<file path="src/rtl/driver_if_pkg.sv">
`default_nettype none
// ---------------------------------------------------------------------------
// Module : driver_if_pkg
// Brief  : Register map, bit positions and control type shared by the
//          buffered audio driver interface.
// Rev    : 1.0  initial release
// ---------------------------------------------------------------------------
package driver_if_pkg;

  localparam logic [1:0] REG_DATA   = 2'd0;
  localparam logic [1:0] REG_STATUS = 2'd1;
  localparam logic [1:0] REG_CTRL   = 2'd2;
  localparam logic [1:0] REG_CLEAR  = 2'd3;

  localparam int STAT_EMPTY      = 8;
  localparam int STAT_FULL       = 9;
  localparam int STAT_OVF        = 10;
  localparam int STAT_UNF        = 11;
  localparam int CTRL_IRQ_EN     = 0;
  localparam int CTRL_THRESH_LSB = 8;
  localparam int CLR_OVF         = 0;
  localparam int CLR_UNF         = 1;
  localparam int CLR_PEAK        = 2;

  typedef struct packed {
    logic       irq_en;
    logic [7:0] thresh;
  } ctrl_t;

endpackage
`default_nettype wire

</file>
<file path="src/rtl/sync_fifo.sv">
`default_nettype none
// ---------------------------------------------------------------------------
// Module : sync_fifo
// Brief  : Single-clock FIFO with level/full/empty, no push-to-pop bypass.
// Rev    : 1.0  initial release
// ---------------------------------------------------------------------------
module sync_fifo #(
  parameter int WIDTH = 28,
  parameter int DEPTH = 16
) (
  input  logic                     clk,
  input  logic                     rst,
  input  logic                     push,
  input  logic                     pop,
  input  logic [WIDTH-1:0]         din,
  output logic [WIDTH-1:0]         dout,
  output logic [$clog2(DEPTH):0]   level,
  output logic                     full,
  output logic                     empty
);

  localparam int c_aw = $clog2(DEPTH);
  localparam int c_lw = c_aw + 1;

  generate
    if ((DEPTH < 2) || (DEPTH > 128) || ((DEPTH & (DEPTH - 1)) != 0)) begin : g_bad_depth
      $error("sync_fifo: DEPTH must be a power of 2 in 2..128");
    end
  endgenerate

  logic [WIDTH-1:0] r_mem [DEPTH];
  logic [c_aw-1:0]  r_wr_ptr;
  logic [c_aw-1:0]  r_rd_ptr;
  logic [c_lw-1:0]  r_level;
  logic             w_do_push;
  logic             w_do_pop;

  assign full      = (r_level == c_lw'(DEPTH));
  assign empty     = (r_level == '0);
  assign level     = r_level;
  assign dout      = r_mem[r_rd_ptr];
  // Pop is judged on the pre-edge level, so a push into an empty FIFO cannot be popped the same cycle.
  assign w_do_push = push && !full;
  assign w_do_pop  = pop && !empty;

  always_ff @(posedge clk) begin
    if (w_do_push) begin
      r_mem[r_wr_ptr] <= din;
    end
  end

  always_ff @(posedge clk) begin
    if (rst) begin
      r_wr_ptr <= '0;
      r_rd_ptr <= '0;
      r_level  <= '0;
    end else begin
      if (w_do_push) r_wr_ptr <= r_wr_ptr + 1'b1;
      if (w_do_pop)  r_rd_ptr <= r_rd_ptr + 1'b1;
      case ({w_do_push, w_do_pop})
        2'b10:   r_level <= r_level + 1'b1;
        2'b01:   r_level <= r_level - 1'b1;
        default: r_level <= r_level;
      endcase
    end
  end

endmodule
`default_nettype wire

</file>
<file path="src/rtl/audio_driver_fifo_if.sv">
`default_nettype none
// ---------------------------------------------------------------------------
// Module : audio_driver_fifo_if
// Brief  : Buffered audio sample driver: stream into a FIFO, Avalon-MM
//          register access, threshold/overflow irq. Optional peak
//          tracking when DRIVER_IF_PEAK_EN is defined.
// Rev    : 1.0  initial release
// ---------------------------------------------------------------------------
module audio_driver_fifo_if
  import driver_if_pkg::*;
#(
  parameter int DATA_SIZE = 28,
  parameter int DEPTH     = 16
) (
  input  logic                 clk,
  input  logic                 rst,
  input  logic                 chipselect,
  input  logic [1:0]           address,
  input  logic                 read,
  input  logic                 write,
  input  logic [31:0]          write_data,
  output logic [31:0]          read_data,
  input  logic                 src_valid,
  input  logic [DATA_SIZE-1:0] src_data,
  output logic                 src_ready,
  output logic                 irq
);

  localparam int c_lw = $clog2(DEPTH) + 1;

  generate
    if ((DATA_SIZE < 1) || (DATA_SIZE > 32)) begin : g_bad_width
      $error("audio_driver_fifo_if: DATA_SIZE must be in 1..32");
    end
  endgenerate

  ctrl_t                r_ctrl;
  ctrl_t                w_ctrl_next;
  logic                 r_ovf;
  logic                 r_unf;
  logic                 r_irq;
  logic [31:0]          r_read_data;
  logic                 w_ovf_next;
  logic                 w_unf_next;
  logic                 w_rd;
  logic                 w_wr;
  logic                 w_push;
  logic                 w_pop;
  logic                 w_clr_wr;
  logic [DATA_SIZE-1:0] w_head;
  logic [c_lw-1:0]      w_level;
  logic [c_lw-1:0]      w_level_next;
  logic                 w_full;
  logic                 w_empty;
  logic [7:0]           w_thresh_eff;
  logic [31:0]          w_status;
  logic [31:0]          w_ctrl_rd;
  logic [31:0]          w_clear_rd;
  logic [31:0]          w_rd_mux;
  logic                 w_unused;

  assign w_unused  = ^write_data;
  assign w_rd      = chipselect && read;
  assign w_wr      = chipselect && write && !w_rd;
  assign src_ready = !rst && !w_full;
  assign w_push    = src_valid && src_ready;
  assign w_pop     = w_rd && (address == REG_DATA) && !w_empty;
  assign w_clr_wr  = w_wr && (address == REG_CLEAR);
  assign read_data = r_read_data;
  assign irq       = r_irq;

  sync_fifo #(
    .WIDTH (DATA_SIZE),
    .DEPTH (DEPTH)
  ) u_fifo (
    .clk   (clk),
    .rst   (rst),
    .push  (w_push),
    .pop   (w_pop),
    .din   (src_data),
    .dout  (w_head),
    .level (w_level),
    .full  (w_full),
    .empty (w_empty)
  );

  always_comb begin
    w_level_next = w_level;
    if (w_push && !w_pop) w_level_next = w_level + 1'b1;
    if (!w_push && w_pop) w_level_next = w_level - 1'b1;
  end

  // Set terms sit outside the clear mask so a same-cycle set survives a clear.
  assign w_ovf_next = (src_valid && !src_ready && !rst) ||
                      (r_ovf && !(w_clr_wr && write_data[CLR_OVF]));
  assign w_unf_next = (w_rd && (address == REG_DATA) && w_empty) ||
                      (r_unf && !(w_clr_wr && write_data[CLR_UNF]));

  always_comb begin
    w_ctrl_next = r_ctrl;
    if (w_wr && (address == REG_CTRL)) begin
      w_ctrl_next.irq_en = write_data[CTRL_IRQ_EN];
      w_ctrl_next.thresh = write_data[CTRL_THRESH_LSB +: 8];
    end
  end

  assign w_thresh_eff = (w_ctrl_next.thresh == 8'd0) ? 8'd1 : w_ctrl_next.thresh;

`ifdef DRIVER_IF_PEAK_EN
  logic [DATA_SIZE-1:0] r_peak;
  logic [DATA_SIZE-1:0] w_peak_next;
  logic [DATA_SIZE-1:0] w_abs;

  // Two's-complement magnitude; the most-negative code maps to 2^(DATA_SIZE-1) unsigned.
  assign w_abs = src_data[DATA_SIZE-1] ? (~src_data + DATA_SIZE'(1)) : src_data;

  always_comb begin
    w_peak_next = r_peak;
    if (w_clr_wr && write_data[CLR_PEAK]) begin
      w_peak_next = w_push ? w_abs : '0;
    end else if (w_push && (w_abs > r_peak)) begin
      w_peak_next = w_abs;
    end
  end

  always_ff @(posedge clk) begin
    if (rst) r_peak <= '0;
    else     r_peak <= w_peak_next;
  end

  assign w_clear_rd = 32'(r_peak);
`else
  assign w_clear_rd = 32'd0;
`endif

  always_comb begin
    w_status                  = '0;
    w_status[7:0]             = 8'(w_level);
    w_status[STAT_EMPTY]      = w_empty;
    w_status[STAT_FULL]       = w_full;
    w_status[STAT_OVF]        = r_ovf;
    w_status[STAT_UNF]        = r_unf;
    w_ctrl_rd                 = '0;
    w_ctrl_rd[CTRL_IRQ_EN]    = r_ctrl.irq_en;
    w_ctrl_rd[CTRL_THRESH_LSB +: 8] = r_ctrl.thresh;
    w_rd_mux                  = '0;
    case (address)
      REG_DATA:   w_rd_mux = w_empty ? 32'd0 : 32'(w_head);
      REG_STATUS: w_rd_mux = w_status;
      REG_CTRL:   w_rd_mux = w_ctrl_rd;
      REG_CLEAR:  w_rd_mux = w_clear_rd;
      default:    w_rd_mux = '0;
    endcase
  end

  always_ff @(posedge clk) begin
    if (rst) begin
      r_ctrl.irq_en <= 1'b0;
      r_ctrl.thresh <= 8'(DEPTH / 2);
      r_ovf         <= 1'b0;
      r_unf         <= 1'b0;
      r_irq         <= 1'b0;
      r_read_data   <= '0;
    end else begin
      r_ctrl <= w_ctrl_next;
      r_ovf  <= w_ovf_next;
      r_unf  <= w_unf_next;
      r_irq  <= w_ctrl_next.irq_en &&
                ((8'(w_level_next) >= w_thresh_eff) || w_ovf_next);
      if (w_rd) r_read_data <= w_rd_mux;
    end
  end

endmodule
`default_nettype wire
</file>
<file path="config.mk">
export PLATFORM = sky130hd
export DESIGN_NAME = audio_driver_fifo_if
export DESIGN_NICKNAME = d
export VERILOG_FILES = /design/src/rtl/driver_if_pkg.sv /design/src/rtl/sync_fifo.sv /design/src/rtl/audio_driver_fifo_if.sv
export SDC_FILE = /design/constraint.sdc
export NUM_CORES = 1
export LEC_CHECK = 0
export CORE_MARGIN = 2
export CORE_UTILIZATION = 47
export DETAILED_ROUTE_END_ITERATION = 7
export HOLD_SLACK_MARGIN = 0.06
export PLACE_DENSITY = 0.76
export SYNTH_ARGS = -nofsm -noshare
export SYNTH_HDL_FRONTEND = slang
export SYNTH_SLANG_ARGS = --single-unit
</file>
<file path="constraint.sdc">
create_clock -name clk -period 3.3 [get_ports clk]
set_input_delay 0.33 -clock clk [delete_from_list [all_inputs] [get_ports clk]]
set_output_delay 0.33 -clock clk [all_outputs]
set_load 0.1 [all_outputs]
</file>
==> results of run 1 <==
-- flip-flops by register name, indices dropped and copies added (netlist names), named ones only --
signal           cells
irq                  1
r_ctrl               9
r_ovf                1
r_unf                1
read_data           28
u_fifo.level         5
u_fifo.r_mem       448
u_fifo.r_rd_ptr      4
u_fifo.r_wr_ptr      4
-- timing repair --
item                       CTS  global route
resized for setup            0             2
hold endpoints to repair     0             0
setup endpoints to repair    0             1
-- synth_stat cells, types with 3 or more instances --
library cell,number,share of area
edfxtp_1,448,0.68
mux4_2,112,0.13
dfxtp_1,57,0.058
mux2_2,56,0.032
nand2_1,44,0.0084
a22oi_1,33,0.013
nor2_1,28,0.0053
clkbuf_1,20,0.0038
buf_2,19,0.0048
o21ai_0,15,0.0038
ha_1,14,0.0089
a21oi_1,13,0.0033
and2_1,13,0.0041
mux2i_1,11,0.0056
nor3_1,8,0.0020
buf_1,7,0.0013
xnor2_1,7,0.0031
and3_1,6,0.0019
buf_4,6,0.0023
inv_1,6,0.0011
xor2_1,6,0.0027
a22oi_2,5,0.0032
and4_1,4,0.0018
nor2b_1,4,0.0013
a221o_1,3,0.0015
a221oi_1,3,0.0013
or3_1,3,0.00095
-- power by group through the flow --
| stage | Combinational, W | Sequential, W | Clock [W] |
|---|---|---|---|
| after floorplan | 0.000189 | 0.00720 | 0 |
| after global placement | 0.000427 | 0.00716 | 0 |
| after detailed placement | 0.000438 | 0.00716 | 0 |
| after CTS | 0.000441 | 0.00702 | 0.00549 |
| after global routing | 0.000475 | 0.00703 | 0.00571 |
| final | 0.000442 | 0.00703 | 0.00540 |
-- layout by cell type (no fill, tap or decap), types with 14 or more instances in the layout --
cell | netlist | final
mux2_2 | 56 | 56
nor2_1 | 28 | 27
clkbuf_1 | 20 | 18
ha_1 | 14 | 14
a22oi_1 | 33 | 33
clkdlybuf4s50_1 | 0 | 74
dfxtp_1 | 57 | 53
o21ai_0 | 15 | 15
nand2_1 | 44 | 44
buf_4 | 6 | 36
mux4_2 | 112 | 112
edfxtp_1 | 448 | 448
clkbuf_16 | 0 | 48
-- logic make-up after synthesis --
logic type                 Yosys count  synth area share
adders and majority gates           14          0.008896
DFF                                505            0.7411
AOI/OAI and AO/OA                   81           0.02929
other                                1         0.0001904
buffers and inverters               62           0.01601
xor gates and xnor gates            13          0.005782
muxes                              179            0.1657
and+or+nand+nor                    125           0.03298
-- per-layer routing --
layer,up-vias,GRT usage,share of wire
met5,-,0,0.00064
met4,4,0.05542,0.023
met1,5154,0.2556,0.41
li1,4225,-,-
met2,317,0.3126,0.51
met3,63,0.02946,0.055
-- how the worst max path moves through the flow --
stage                         endpoint             from
floorplan           u_fifo.r_mem[4][0]  u_fifo.level[0]
global placement                   irq       chipselect
detailed placement                 irq       chipselect
CTS                                irq  u_fifo.level[1]
global route                       irq  u_fifo.level[1]
finish                             irq  u_fifo.level[1]
-- metrics by stage --
| stage | setup slack [ns] | cells |
|---|---|---|
| 6_report | 0.3992 | 1669 |
| 5_1_grt | 0.1026 | 1669 |
| 4_1_cts | 0.2450 | 1669 |
| 3_5_place_dp | 0.2021 | 1583 |
| 3_3_place_gp | 0.2790 | 1583 |
| 2_1_floorplan | 0.4970 | 983 |
-- tightest hold or removal path: stages --
cell	delay (ns)
clkdlybuf4s50_1	0.40
nand2_1	0.06
a22oi_1	0.05
nor2_1	0.08
-- area by class of cell --
| type | instances | share of cell area |
|---|---|---|
| Sequential cell | 505 | 0.6364 |
| Multi-Input combinational cell | 416 | 0.2102 |
| Clock buffer | 69 | 0.05709 |
| Timing Repair Buffer | 123 | 0.05539 |
| Tap cell | 532 | 0.02901 |
| Clock inverter | 17 | 0.01058 |
| Inverter | 7 | 0.001363 |
==> results.py, run 1 <==
metrics = {
    "run_status": {
        "status": "complete, no violations",
    },
    "sta": {
        "tightest_slew_ns": 0.9975,
        "holdWs_ns": 0.3996,
        "drv_slew": 0,
        "finalHoldViolCount": 0,
        "min_period_ns": 2.901,
        "finalClockSkew_ns": 0.02612,
        "fmax_ghz": 0.3447,
        "setup-tns-final_ns": 0,
        "slew_headroom": 0.3329,
        "period_share": 0.8790,
        "setup_viol": 0,
        "rsz0062_at_grt": "no",
    },
    "route": {
        "wl_per_cell_um": 24.35,
        "drt_iter0_drc": 874,
        "routed_wl_um": 40640,
        "avgViaCountPerCell": 5.850,
        "drc_errors": 0,
        "vias": 9763,
        "ant_nets": 0,
        "dr.pass1.iters": 5,
    },
    "setup_path": {
        "crit_slowest_cell": "or4_4",
        "worst_path_largest_cell_delay_ns": 0.55,
        "reg2reg_to": "irq",
        "crit_path_end_kind": "register",
        "rrSetupSlack_ns": 0.40,
        "cp_cell_sequence": "inv_1, ha_1, nor4b_4, or4_4, nor2_2, a22oi_1, xnor2_1, ha_1, nand2_1, o21ai_0, nand3_1, o2bb2ai_1, a21boi_0",
        "critPathTopFamily": "simple AND/OR/NAND/NOR gates",
        "critical_path_class": "register to register",
        "cp_num_buf_inv": 1,
        "crit_arrival_ns": 3.39,
        "worst-path-stages": 13,
        "rr_startpoint": "u_fifo.level[1]",
        "critPathMaxFanout": 7,
        "crit_path_frequent_cell": "ha_1",
        "startpoint_type": "register",
        "reg2reg_depth": 13,
        "worstPathRequired_ns": 3.79,
    },
    "layout": {
        "num_antenna_cells": 0,
        "drive_gt1_frac": 0.2753,
        "final-seq-area_sq_um": 14600,
        "stdcell_area_sq_um": 22950,
        "post-route-util": 0.5582,
        "multi_input_area_sq_um": 4823,
        "syn_to_final_growth_pct": 16.54,
        "fillers": 3023,
        "nNetsFinal": 1182,
    },
    "floorplanning": {
        "initial_core_util": 0.4790,
        "die-area_sq_um": 43550,
        "die_h_um": 208.7,
        "io_pins": 102,
        "core.rowCount": 74,
        "coreArea_sq_um": 41110,
        "die_x_um": 208.7,
    },
    "clock_network": {
        "cts_tree": "built",
        "htree_levels": 2,
        "clock_latency_ns": 0.58,
        "postCtsHoldBufs": 0,
        "postCtsSetupBuffers": 0,
        "clockBufferDepth": 3,
        "cts_buffers": 47,
        "path_clk_slew_ns": 0.06,
        "cts_root_buf": "clkbuf_16",
        "cts.sinks": 505,
    },
    "yosys": {
        "seq_area_frac_synth": 0.7411,
        "synth_flop_cell": "edfxtp_1",
        "ys_ff_latch": 505,
        "yosysWarnings": 0,
        "synthArstFlopShare": 0,
        "synth_cell_types": 51,
        "syn_inst": 980,
        "synthesis.area_sq_um": 19690,
        "syn_avg_cell_area_sq_um": 20.09,
        "synth_edf_count": 448,
    },
    "hold_path": {
        "min_path_type": "primary input to register",
        "hold_end": "r_unf",
        "hp-start": "write_data[1]",
        "min_path_cells": 4,
    },
    "placement": {
        "postPlaceCellArea_sq_um": 21390,
        "dp_hpwl_um": 23940,
        "port-buffer-count": 75,
        "place_congestion": 0.8039,
    },
    "grt": {
        "track_usage": 0.1868,
        "grt_pass1_wl_um": 61390,
        "grt_max_degree": 55,
        "gr-total-overflow": 0,
        "grt_pass1_vias": 10022,
        "antenna_found_initial": 2,
    },
    "flow_run": {
        "cap_violations": 0,
    },
    "pwr": {
        "irDropWorstVdd_mv": 0.3955,
        "p_int_w": 0.01032,
        "swShare": 0.1979,
        "p_clk_frac": 0.420,
        "p_leak_nw": 7.224,
        "total_power_w": 0.01287,
        "power_frac_comb": 0.034,
        "seqPwrFrac": 0.546,
        "p_switching_w": 0.002547,
        "p_per_area_nw_per_um2": 560.8,
    },
}
(Power assumes the default switching activity.)
==> run 2, diff against run 1 <==
==> constraint.sdc (replaced) <==
create_clock -name clk -period 3.56 [get_ports clk]
set_input_delay 0.356 -clock clk [delete_from_list [all_inputs] [get_ports clk]]
set_output_delay 0.356 -clock clk [all_outputs]
set_load 0.1 [all_outputs]
==> results.py, run 2 (synthesized netlist as in run 1, its figures left out) <==
metrics = {
    "run_status": {
        "status": "complete, no violations",
    },
    "sta": {
        "period_share": 0.8972,
        "min_period_ns": 3.194,
        "drv_slew": 0,
        "slew_headroom": 0.3234,
        "finalClockSkew_ns": 0.02257,
        "fmax_ghz": 0.3131,
        "setup_ws_ns": 0.3658,
        "finalHoldViolCount": 0,
        "tightest_slew_ns": 1.012,
        "setup_viol": 0,
        "rsz0062_at_grt": "no",
        "setup-tns-final_ns": 0,
    },
    "pwr": {
        "p_per_area_nw_per_um2": 531.0,
        "p_leak_nw": 7.227,
        "total_power_w": 0.01223,
        "irDropWorstVdd_mv": 0.4542,
    },
    "route": {
        "routed_wl_um": 41400,
        "dr.pass1.iters": 5,
        "vias": 9754,
        "avgViaCountPerCell": 5.865,
        "drt_iter0_drc": 931,
        "ant_nets": 0,
        "drc_errors": 0,
        "wl_per_cell_um": 24.90,
    },
    "layout": {
        "nNetsFinal": 1173,
        "syn_to_final_growth_pct": 17.00,
        "stdcell_count": 1663,
        "post-route-util": 0.5604,
        "fillers": 2970,
        "largest_register_ffs": 448,
        "top_register": "u_fifo.r_mem",
        "drive_gt1_frac": 0.2743,
        "final_common_cell": "edfxtp_1",
        "final_cell_mix": "edfxtp_1, mux4_2, clkdlybuf4s50_1",
    },
    "grt": {
        "track_usage": 0.1909,
        "gr-total-overflow": 0,
        "grt_pass1_wl_um": 62130,
        "antenna_found_initial": 2,
        "grt_max_degree": 47,
        "grt_pass1_vias": 10150,
    },
    "placement": {
        "dp_hpwl_um": 23730,
        "place_ws_ns": 0.3603,
        "place_congestion": 0.8078,
        "dp_cells": 1573,
        "port-buffer-count": 75,
    },
    "clock_network": {
        "cts_buffers": 48,
        "clock_latency_ns": 0.57,
        "postCtsSetupBuffers": 0,
        "cts_tree": "built",
        "path_clk_slew_ns": 0.06,
        "cts.sinks": 505,
        "htree_levels": 2,
        "cts.repair.resized": 0,
        "cts_root_buf": "clkbuf_16",
        "clockBufferDepth": 3,
        "postCtsHoldBufs": 0,
    },
    "setup_path": {
        "worst_path_largest_cell_delay_ns": 0.69,
        "crit_path_end_kind": "register",
        "critPathTopFamily": "simple AND/OR/NAND/NOR gates",
        "crit_arrival_ns": 3.66,
        "critical_path_class": "register to register",
        "cp_num_buf_inv": 1,
        "crit_slowest_cell": "or4_1",
        "cp_cell_sequence": "inv_1, ha_1, nor4b_4, or4_1, nor2_1, a22oi_1, xnor2_1, ha_1, nand2_1, o21ai_0, nand3_1, o2bb2ai_1, a21boi_0",
        "critPathMaxFanout": 7,
        "worstPathRequired_ns": 4.03,
        "crit_path_frequent_cell": "ha_1",
        "startpoint_type": "register",
    },
    "flow_run": {
        "cap_violations": 0,
    },
    "floorplanning": {
        "die-area_sq_um": 43550,
        "core.rowCount": 74,
        "die_x_um": 208.7,
        "die_h_um": 208.7,
        "coreArea_sq_um": 41110,
        "initial_core_util": 0.4790,
        "io_pins": 102,
    },
    "hold_path": {
        "min_path_type": "primary input to register",
    },
}
run 2: final cells by class:
| cell class | instances | area, sq um | area share |
|---|---|---|---|
| inverter | 7 | 31.28 | 0.001358 |
| timing repair buffer | 113 | 1246 | 0.05409 |
| sequential | 505 | 14600 | 0.6339 |
| tap | 532 | 665.6 | 0.02889 |
| antenna | 1 | 2.502 | 0.0001086 |
| multi-input combinational | 416 | 4817 | 0.2091 |
| clock buffer | 58 | 1280 | 0.05556 |
| clock inverter | 31 | 391.6 | 0.01700 |
run 2: metal layers:
metal  GRT usage  wire [um]  vias up
met3     0.03051       2788       69
met1      0.2555      16600     5091
met4     0.06281       1089        2
li1            -          -     4216
met5           0         11        -
met2      0.3225      20920      376
run 2: through the flow:
step                      hold slack [ns]  area [sq um]
final                              0.4521         23040
after floorplan                    0.4549         19700
after global placement             0.4765         21360
after detailed placement           0.4860         21360
after global routing               0.4759         23040
after CTS                          0.4382         23040
run 2: final timing paths:
| kind | cells past startpoint | start | slack (ns) | endpoint |
|---|---|---|---|---|
| hold / removal | 4 | write_data[1] | 0.45 | r_unf |
| hold reg to reg | 2 | u_fifo.r_rd_ptr[1] | 0.49 | register |
| setup reg to reg | 13 | u_fifo.level[0] | 0.37 | irq |
| setup / recovery | 13 | u_fifo.level[0] | 0.37 | irq |
run 2: report_power, final:
part           switching, W  internal [W]
registers         0.0000244       0.00649
clock network       0.00216       0.00316
logic              0.000258      0.000146
run 2: worst reg2reg max path: cells and delay by family, from the launching register on:
kind | cells | cell delay [ns]
flip-flops | 1 | 0.48
buffers and inverters | 1 | 0.11
AO/OA/AOI/OAI | 4 | 0.59
adder cells (fa/ha/maj) | 2 | 0.54
AND/OR/NAND/NOR | 5 | 1.26
XOR/XNOR | 1 | 0.15
==> run 3, diff against run 2 <==
--- a/config.mk
+++ b/config.mk
@@ -8,8 +8,9 @@
 export CORE_MARGIN = 2
 export CORE_UTILIZATION = 47
 export DETAILED_ROUTE_END_ITERATION = 7
-export HOLD_SLACK_MARGIN = 0.06
+export HOLD_SLACK_MARGIN = 0.15
 export PLACE_DENSITY = 0.76
+export SETUP_SLACK_MARGIN = 0.5
 export SYNTH_ARGS = -nofsm -noshare
 export SYNTH_HDL_FRONTEND = slang
 export SYNTH_SLANG_ARGS = --single-unit
==> results.py, run 3 (synthesized netlist as in run 1, its figures left out) <==
metrics = {
    "floorplanning": {
        "die_x_um": 208.7,
        "io_pins": 102,
        "initial_core_util": 0.4790,
        "core.rowCount": 74,
        "coreArea_sq_um": 41110,
        "die-area_sq_um": 43550,
        "die_h_um": 208.7,
    },
    "pwr": {
        "p_switching_w": 0.002436,
        "p_clk_frac": 0.434,
        "irDropWorstVdd_mv": 0.4522,
        "power_frac_comb": 0.033,
        "total_power_w": 0.01223,
        "p_int_w": 0.009794,
        "seqPwrFrac": 0.533,
        "p_leak_nw": 7.234,
        "swShare": 0.1992,
        "p_per_area_nw_per_um2": 530.5,
    },
    "sta": {
        "min_period_ns": 2.814,
        "setup-tns-final_ns": 0,
        "slew_headroom": 0.3232,
        "period_share": 0.7904,
        "finalHoldViolCount": 0,
        "fmax_ghz": 0.3554,
        "setup_viol": 0,
        "drv_slew": 0,
        "setup_ws_ns": 0.7461,
        "rsz0062_at_grt": "no",
        "tightest_slew_ns": 1.012,
        "finalClockSkew_ns": 0.02351,
    },
    "setup_path": {
        "rrSetupSlack_ns": 0.75,
        "crit_arrival_ns": 3.28,
        "crit_path_end_kind": "register",
        "startpoint_type": "register",
        "rr_startpoint": "u_fifo.level[0]",
        "critPathMaxFanout": 7,
        "critical_path_class": "register to register",
        "crit_slowest_cell": "dfxtp_2",
        "worstPathRequired_ns": 4.03,
        "cp_cell_sequence": "inv_1, ha_1, and4bb_2, nor3b_2, inv_1, nor2_1, a22oi_1, xnor2_1, ha_1, nand2_1, o21ai_0, nand3_1, o2bb2ai_1, a21boi_0",
        "worst_path_largest_cell_delay_ns": 0.40,
        "crit_start": "u_fifo.level[0]",
    },
    "clock_network": {
        "cts_root_buf": "clkbuf_16",
        "cts.sinks": 505,
        "clock_latency_ns": 0.57,
        "postCtsHoldBufs": 0,
        "cts_tree": "built",
        "path_clk_slew_ns": 0.06,
        "clockBufferDepth": 3,
        "htree_levels": 2,
        "cts_buffers": 48,
    },
    "hold_path": {
        "hp-start": "write_data[1]",
        "min_path_type": "primary input to register",
    },
    "layout": {
        "syn_to_final_growth_pct": 17.08,
        "post-route-util": 0.5608,
        "final_cell_mix": "edfxtp_1, mux4_2, clkdlybuf4s50_1",
        "nNetsFinal": 1174,
        "fillers": 2968,
        "drive_gt1_frac": 0.2785,
        "top_register": "u_fifo.r_mem",
        "largest_register_ffs": 448,
        "final_common_cell": "edfxtp_1",
    },
    "route": {
        "avgViaCountPerCell": 5.875,
        "drt_iter0_drc": 1010,
        "ant_nets": 0,
        "vias": 9776,
        "dr.pass1.iters": 5,
        "drc_errors": 0,
        "routed_wl_um": 41470,
        "wl_per_cell_um": 24.92,
    },
    "flow_run": {
        "cap_violations": 0,
    },
    "grt": {
        "track_usage": 0.1909,
        "grt_pass1_vias": 10150,
        "grt_pass1_wl_um": 62130,
        "grt_max_degree": 47,
        "gr-total-overflow": 0,
        "antenna_found_initial": 2,
    },
    "run_status": {
        "status": "complete, no violations",
    },
    "placement": {
        "port-buffer-count": 75,
        "place_ws_ns": 0.3603,
        "place_congestion": 0.8078,
        "dp_hpwl_um": 23730,
    },
}
-- run 3: cell count changes in the layout (fill, tap and decap cells not counted), sizes merged --
cell,before,now
buf,39,40
-- run 3: final timing paths --
path / cells after the start / endpoint
max: 14 / irq
min: 4 / r_unf
max reg2reg: 14 / irq
min reg2reg: 2 / register
-- run 3: repair_timing --
item                                    CTS  global route
endpoints found under the setup margin    1             1
resized for setup                         1             3
buffers inserted                          0             1
pin swaps                                 0             1
hold endpoints to repair                  0             0
-- run 3: power by group through the flow --
stage | Sequential (W) | Combinational (W) | Clock (W)
3_5_place_dp | 0.00664 | 0.000402 | 0
4_1_cts | 0.00651 | 0.000405 | 0.00539
5_1_grt | 0.00651 | 0.000437 | 0.00561
6_report | 0.00651 | 0.000405 | 0.00531
2_1_floorplan | 0.00667 | 0.000176 | 0
3_3_place_gp | 0.00664 | 0.000389 | 0
-- run 3: worst max-delay path, delay by kind of cell, from the launching register on --
kind            cells  cell delay, ns
simple gates        5            0.88
compound gates      4            0.57
flops               1            0.40
buf+inv             2            0.22
fa+ha+maj           2            0.52
xor+xnor            1            0.15
-- run 3: area by class of cell --
class,instances,area [sq um],share of cell area
multi-input combinational,416,4823,0.2092
inverter,7,31.28,0.001357
timing repair buffer,114,1254,0.05438
clock inverter,31,391.6,0.01699
clock buffer,58,1280,0.05552
antenna,1,2.502,0.0001085
tap,532,665.6,0.02887
sequential,505,14610,0.6336
-- run 3: per-layer routing --
metal | GRT usage | part of all wire
met5 | 0 | 0.00027
met4 | 0.06281 | 0.028
met3 | 0.03051 | 0.069
met2 | 0.3225 | 0.50
met1 | 0.2555 | 0.40
-- run 3: per-stage QoR --
stage	hold WS (ns)	instance area, sq um	instances
global placement	0.4765	21360	1573
detailed placement	0.4860	21360	1573
floorplan	0.4549	19700	983
CTS	0.4382	23040	1662
finish	0.4549	23050	1664
global route	0.4759	23050	1664
